**config.mk**
```make
export PLATFORM = sky130hd
export DESIGN_NAME = idu_16bit_seq_flat
export DESIGN_NICKNAME = d
export VERILOG_FILES = /design/src/rtl/idu_16bit_seq_pkg.sv /design/src/rtl/idu_16bit_seq_if.sv /design/src/rtl/idu_16bit_seq_byte_step.sv /design/src/rtl/idu_16bit_seq.sv /design/src/flat_wrapper.sv
export SDC_FILE = /design/constraint.sdc
export NUM_CORES = 1
export LEC_CHECK = 0
export CAP_MARGIN = 15
export CORE_ASPECT_RATIO = 0.9
export CORE_MARGIN = 10
export CORE_UTILIZATION = 40
export CTS_CLUSTER_DIAMETER = 30
export DETAILED_ROUTE_END_ITERATION = 16
export GPL_ROUTABILITY_DRIVEN = 1
export PLACE_DENSITY_LB_ADDON = 0.15
export SLEW_MARGIN = 5
export SYNTH_ARGS = -nofsm -noshare
export SYNTH_HDL_FRONTEND = slang
export SYNTH_SLANG_ARGS = --single-unit
```
**constraint.sdc**
```tcl
create_clock -name i_Clk -period 3.9 [get_ports i_Clk]
set_input_delay 0.39 -clock i_Clk [delete_from_list [all_inputs] [get_ports i_Clk]]
set_output_delay 0.39 -clock i_Clk [all_outputs]
set_load 0.03 [all_outputs]
```
**src/rtl/idu_16bit_seq_pkg.sv**
```systemverilog
// ---------------------------------------------------------------------------
// idu_16bit_seq_pkg
// Shared definitions for the 16-bit increment/decrement unit.
//   IDU_HOLD / IDU_INC / IDU_DEC : i_Op encodings (2'b11 is reserved and
//                                  decodes as hold)
//   idu_state_t                  : sequencer states IDLE -> LOW -> HIGH
// ---------------------------------------------------------------------------
package idu_16bit_seq_pkg;
   localparam logic [1:0] IDU_HOLD = 2'b00;
   localparam logic [1:0] IDU_INC  = 2'b01;
   localparam logic [1:0] IDU_DEC  = 2'b10;

   typedef enum logic [1:0] {
      IDLE = 2'd0,
      LOW  = 2'd1,
      HIGH = 2'd2
   } idu_state_t;
endpackage

```
**src/rtl/idu_16bit_seq_if.sv**
```systemverilog
// ---------------------------------------------------------------------------
// idu_16bit_seq_if
// Request/result bundle between the sequencer (master) and the IDU (slave).
//   i_Start, i_A[15:0], i_Op[1:0]        : request, sampled in IDLE only
//   o_Busy                               : high while LOW/HIGH in progress
//   o_Low[7:0], o_Low_Valid              : low byte, one-cycle strobe
//   o_Result[15:0], o_Done, o_Wrap       : full result, strobe, wrap flag
// ---------------------------------------------------------------------------
interface idu_16bit_seq_if;
   logic        i_Start;
   logic [15:0] i_A;
   logic [1:0]  i_Op;
   logic        o_Busy;
   logic [7:0]  o_Low;
   logic        o_Low_Valid;
   logic [15:0] o_Result;
   logic        o_Done;
   logic        o_Wrap;

   modport master (
      output i_Start, i_A, i_Op,
      input  o_Busy, o_Low, o_Low_Valid, o_Result, o_Done, o_Wrap
   );

   modport slave (
      input  i_Start, i_A, i_Op,
      output o_Busy, o_Low, o_Low_Valid, o_Result, o_Done, o_Wrap
   );
endinterface

```
**src/rtl/idu_16bit_seq_byte_step.sv**
```systemverilog
// ---------------------------------------------------------------------------
// idu_byte_step
// Combinational 8-bit step: adds or subtracts a single carry/borrow bit.
//   i_Val[7:0] : byte operand
//   i_Cin      : carry (inc) or borrow (dec) in; 0 passes the byte through
//   i_Dec      : 1 = subtract i_Cin, 0 = add i_Cin
//   o_Val[7:0] : result modulo 2^8
//   o_Cout     : carry/borrow out of this byte
// ---------------------------------------------------------------------------
module idu_byte_step (
   input  logic [7:0] i_Val,
   input  logic       i_Cin,
   input  logic       i_Dec,
   output logic [7:0] o_Val,
   output logic       o_Cout
);
   logic [7:0] w_Cin8;

   assign w_Cin8 = {7'd0, i_Cin};
   assign o_Val  = i_Dec ? (i_Val - w_Cin8) : (i_Val + w_Cin8);
   // Only a 1-bit step, so carry/borrow out reduces to an all-ones/all-zeros test.
   assign o_Cout = i_Cin & (i_Dec ? (i_Val == 8'h00) : (i_Val == 8'hFF));
endmodule

```
**src/rtl/idu_16bit_seq.sv**
```systemverilog
// ---------------------------------------------------------------------------
// idu_16bit_seq
// Two-cycle 16-bit increment/decrement for register pairs. The low byte is
// stepped in LOW, the high byte in HIGH, sharing one idu_byte_step. No CPU
// flags are produced; wrap is reported on o_Wrap alongside o_Done.
//   i_Clk   : system clock, rising edge
//   i_Reset : synchronous, active-high; aborts any in-flight operation
//   bus     : idu_16bit_seq_if.slave (request in, results out)
// ---------------------------------------------------------------------------
module idu_16bit_seq
   import idu_16bit_seq_pkg::*;
(
   input  logic                  i_Clk,
   input  logic                  i_Reset,
   idu_16bit_seq_if.slave        bus
);
   idu_state_t  r_State;
   logic [15:0] r_A;
   logic        r_Act;      // 1 = inc/dec, 0 = hold (incl. reserved op)
   logic        r_Dec;
   logic        r_Carry;    // carry/borrow from low byte into high byte
   logic        r_Busy;
   logic [7:0]  r_Low;
   logic        r_LowValid;
   logic [15:0] r_Result;
   logic        r_Done;
   logic        r_Wrap;

   logic [7:0]  w_StepIn;
   logic        w_StepCin;
   logic [7:0]  w_StepOut;
   logic        w_StepCout;

   // Time-share the byte step: low byte seeded with the op's +/-1, high
   // byte with the latched inter-byte carry.
   assign w_StepIn  = (r_State == HIGH) ? r_A[15:8] : r_A[7:0];
   assign w_StepCin = (r_State == HIGH) ? r_Carry   : r_Act;

   idu_byte_step u_step (
      .i_Val  (w_StepIn),
      .i_Cin  (w_StepCin),
      .i_Dec  (r_Dec),
      .o_Val  (w_StepOut),
      .o_Cout (w_StepCout)
   );

   always_ff @(posedge i_Clk) begin
      if (i_Reset) begin
         r_State    <= IDLE;
         r_A        <= 16'h0000;
         r_Act      <= 1'b0;
         r_Dec      <= 1'b0;
         r_Carry    <= 1'b0;
         r_Busy     <= 1'b0;
         r_Low      <= 8'h00;
         r_LowValid <= 1'b0;
         r_Result   <= 16'h0000;
         r_Done     <= 1'b0;
         r_Wrap     <= 1'b0;
      end else begin
         r_LowValid <= 1'b0;
         r_Done     <= 1'b0;
         case (r_State)
            IDLE: begin
               if (bus.i_Start) begin
                  r_A <= bus.i_A;
                  case (bus.i_Op)
                     IDU_INC: begin r_Act <= 1'b1; r_Dec <= 1'b0; end
                     IDU_DEC: begin r_Act <= 1'b1; r_Dec <= 1'b1; end
                     default: begin r_Act <= 1'b0; r_Dec <= 1'b0; end
                  endcase
                  r_Busy  <= 1'b1;
                  r_State <= LOW;
               end
            end
            LOW: begin
               r_Low      <= w_StepOut;
               r_Carry    <= w_StepCout;
               r_LowValid <= 1'b1;
               r_State    <= HIGH;
            end
            HIGH: begin
               r_Result <= {w_StepOut, r_Low};
               r_Wrap   <= w_StepCout;
               r_Done   <= 1'b1;
               r_Busy   <= 1'b0;
               r_State  <= IDLE;
            end
            default: r_State <= IDLE;
         endcase
      end
   end

   assign bus.o_Busy      = r_Busy;
   assign bus.o_Low       = r_Low;
   assign bus.o_Low_Valid = r_LowValid;
   assign bus.o_Result    = r_Result;
   assign bus.o_Done      = r_Done;
   assign bus.o_Wrap      = r_Wrap;
endmodule

```
**src/flat_wrapper.sv**
```systemverilog
// flat-port wrapper written by rule: the top's interface ports become plain ports
module idu_16bit_seq_flat import idu_16bit_seq_pkg::*;
  (i_Clk, i_Reset, bus_i_Start, bus_i_A, bus_i_Op, bus_o_Busy, bus_o_Low, bus_o_Low_Valid, bus_o_Result, bus_o_Done, bus_o_Wrap);
  idu_16bit_seq_if bus_i ();
  input  logic i_Clk;
  input  logic i_Reset;
  input wire logic [$bits(bus_i.i_Start)-1:0] bus_i_Start;
  input wire logic [$bits(bus_i.i_A)-1:0] bus_i_A;
  input wire logic [$bits(bus_i.i_Op)-1:0] bus_i_Op;
  output wire logic [$bits(bus_i.o_Busy)-1:0] bus_o_Busy;
  output wire logic [$bits(bus_i.o_Low)-1:0] bus_o_Low;
  output wire logic [$bits(bus_i.o_Low_Valid)-1:0] bus_o_Low_Valid;
  output wire logic [$bits(bus_i.o_Result)-1:0] bus_o_Result;
  output wire logic [$bits(bus_i.o_Done)-1:0] bus_o_Done;
  output wire logic [$bits(bus_i.o_Wrap)-1:0] bus_o_Wrap;
  assign bus_i.i_Start = bus_i_Start;
  assign bus_i.i_A = bus_i_A;
  assign bus_i.i_Op = bus_i_Op;
  assign bus_o_Busy = bus_i.o_Busy;
  assign bus_o_Low = bus_i.o_Low;
  assign bus_o_Low_Valid = bus_i.o_Low_Valid;
  assign bus_o_Result = bus_i.o_Result;
  assign bus_o_Done = bus_i.o_Done;
  assign bus_o_Wrap = bus_i.o_Wrap;
  idu_16bit_seq u_core (.i_Clk(i_Clk), .i_Reset(i_Reset), .bus(bus_i));
endmodule
```
==> reports/metrics.csv <==
stage,metric,value,unit
floorplan,row_count,26,
placement,place_ws,915,ps
synth,synth_nets,324,
clock_network,numCtsBuffers,5,
layout,area_delta_synth_final,25.8,%
layout,design_area,2950,sq um
sta,worstMarginPinSlew,1000,ps
setup_path,cp_top_family,multiplexers,
layout,fillers,581,
clock_network,h-tree-depth,2,
clock_network,cts_sinks,49,
sta,fin_worst_skew,5.64,ps
global_route,track_usage,12.8,%
pwr,p_leak,0.00106,uW
synth,synth_edf_count,0,
clock_network,cts_tree,yes,
layout,finish.utilization,51.8,%
detailed_routing,drtIter0Drc,116,
placement,place.gp.congestion,0.945,
pwr,netSwitchingPower,328,uW
global_route,first_global_vias,2146,
sta,hold_ws,452,ps
pwr,power_frac_clock,26.8,%
detailed_routing,vias_per_cell,5.21,
placement,place_area,2870,sq um
setup_path,arrival,3240,ps
clock_network,postCtsHoldBufs,0,
pwr,p_int,754,uW
floorplan,die_x,101,microns
synth,synth.most_common_cell,nand2_1,
synth,avgSynthCellArea,7.86,sq um
synth,ys_types,42,
pwr,combPwrFrac,22.4,%
layout,regArea,981,sq um
sta,slew_headroom,32.7,%
clock_network,clkLatencyLatePin,300,ps
pwr,max-vdd-ir-drop,0.000224,V
detailed_routing,post_drt_wl_per_cell,14.7,microns
floorplan,dieArea,9320,sq um
synth,synth-seq-area-share,41.9,%
synth,async_reset_ff_share,0,%
layout,multi_input_area,1270,sq um
setup_path,end_kind,register,
clock_network,clockBufferDepth,2,
synth,netlist_area,2340,sq um
clock_network,cts_setup_buffers,0,
flow_run,cap_viol_max_count,0,
synth,synth_top_area_cell,dfxtp_1,
placement,portBuffers,48,
sta,rsz0062_at_grt,no,
sta,drv_slew,0,
layout,final_layout_size_suffix_gt1_share,6.18,%
detailed_routing,drtPass1Iterations,4,
global_route,antenna_found_initial,0,
pwr,power_density,367,nW/um^2
sta,period_minus_slack,3040,ps
synth,synth_common_cells,"nand2_1, dfxtp_1, a21oi_1, nor2_1, clkbuf_1",
clock_network,root_buffer,clkbuf_8,
setup_path,start_kind,register,
sta,setup_viol,0,
placement,hpwlAfterDp,4390,microns
layout,diodes,0,
global_route,grt-ovfl-total,0,
setup_path,critPathMaxFanout,13,
detailed_routing,ant_nets,0,
floorplan,ios,49,
sta,period_share,77.9,%
sta,setup_tns,0,ps
sta,hold_viol_final,0,
setup_path,max_stage_delay,510,ps
detailed_routing,post-route-drc-count,0,
floorplan,coreArea,5690,sq um
pwr,switching_share,30.3,%
setup_path,worstSetupPathType,register to register,
synth,ys_warn_count,0,
synth,syn_inst,298,
sta,fin_ws,863,ps
outcome,outcome,finished clean,
clock_network,path_clk_slew,90,ps
sta,clock.fmax,329,MHz
layout,nets,365,
detailed_routing,vias,2135,
synth,synth_area_leaders,"dfxtp_1, nand2_1, a21oi_1",
global_route,grt_max_degree,60,
pwr,p_seq_share,50.8,%
synth,synth_top_area_share,41.9,%
setup_path,worstPathRequired,4110,ps
floorplan,die_h,92.6,microns
worst_hold_path,hp-class,register to register,
setup_path,cp_slowest_cell,nor2b_2,
global_route,grt_first_pass_wirelength,10100,microns
detailed_routing,finalWirelength,6020,microns
setup_path,path_cells,nor2b_2 > buf_4 > mux2i_1 > ha_1 > inv_1 > ha_1 > a221oi_2 > mux2i_1 > xnor2_1 > a211oi_1,
floorplan,start_util,41.2,%
clock_network,cts_resized,0,
synth,synthFlopType,dfxtp_1,
setup_path,path_buf_inv,2,
synth,synth-seq-cells,49,
## final timing paths
check                                 start                                to  slack, ps  cells past startpoint
max          u_core.r_State[1]$_SDFFE_PP0P_  u_core.bus.o_Low[6]$_SDFFE_PP0P_        860                     10
min          u_core.bus.o_Wrap$_SDFFE_PP0P_    u_core.bus.o_Wrap$_SDFFE_PP0P_        450                      2
max reg2reg  u_core.r_State[1]$_SDFFE_PP0P_  u_core.bus.o_Low[6]$_SDFFE_PP0P_        860                     10
min reg2reg  u_core.bus.o_Wrap$_SDFFE_PP0P_    u_core.bus.o_Wrap$_SDFFE_PP0P_        450                      2
## metal layers
metal | track usage, % | up-vias | wire [microns]
met2 | 21.4 | 47 | 2890
met4 | 3.06 | 0 | 36
met3 | 3.49 | 6 | 377
met1 | 15.8 | 982 | 2720
met5 | 0 | - | 0
li1 | - | 1100 | -
## layout make-up
class / count / area share (%)
well taps: 70 / 2.97
inverters: 7 / 0.891
repair buffers: 51 / 16.9
flip-flops and latches: 49 / 33.3
clock inverters: 2 / 0.340
multi-input cells: 225 / 43.2
clock buffers: 6 / 2.46
## cell families after synthesis
logic type	share of synthesized area, %
compound gates	15.2
flops	41.9
xor+xnor	2.99
buf+inv	4.16
fa+ha+maj	2.67
simple gates	28.8
mux	4.27
## worst min-delay path: stages, from the launching register on
cell and delay, ps:
dfxtp_1 310, nand2_1 50, a21oi_1 50
## registers in the layout (all words and copies together) (netlist names)
signal	cells
u_core.bus.o_Done	1
u_core.bus.o_Low	8
u_core.bus.o_Result	16
u_core.bus.o_Low_Valid	1
u_core.r_State	2
u_core.bus.o_Wrap	1
u_core.bus.o_Busy	1
u_core.r_Act	1
u_core.r_Carry	1
u_core.r_Dec	1
u_core.r_A	16
## per-stage QoR
step                std cells  total power [uW]
floorplan                 298               720
global placement          402               802
detailed placement        402               803
CTS                       410              1090
global route              410              1140
finish                    410              1080
## power groups by stage
stage	clock network, uW	logic, uW	registers, uW
final	290	243	549
after global routing	321	267	554
after CTS	297	243	549
after detailed placement	0	242	561
after global placement	0	241	561
after floorplan	0	141	579
## cell usage in the layout, fill, tap and decap left out, types with 4 or more instances in the layout
cell / count
nand2_1: 79
dfxtp_1: 49
clkdlybuf4s50_1: 47
a21oi_1: 36
nor2_1: 19
nand3b_1: 9
mux2i_1: 7
xnor2_1: 7
nand3_1: 7
nor3_1: 7
inv_1: 6
nand4_1: 5
a211oi_1: 5
ha_1: 5
clkbuf_8: 5
nand2b_1: 4
Power figures use the tool's default switching activity.
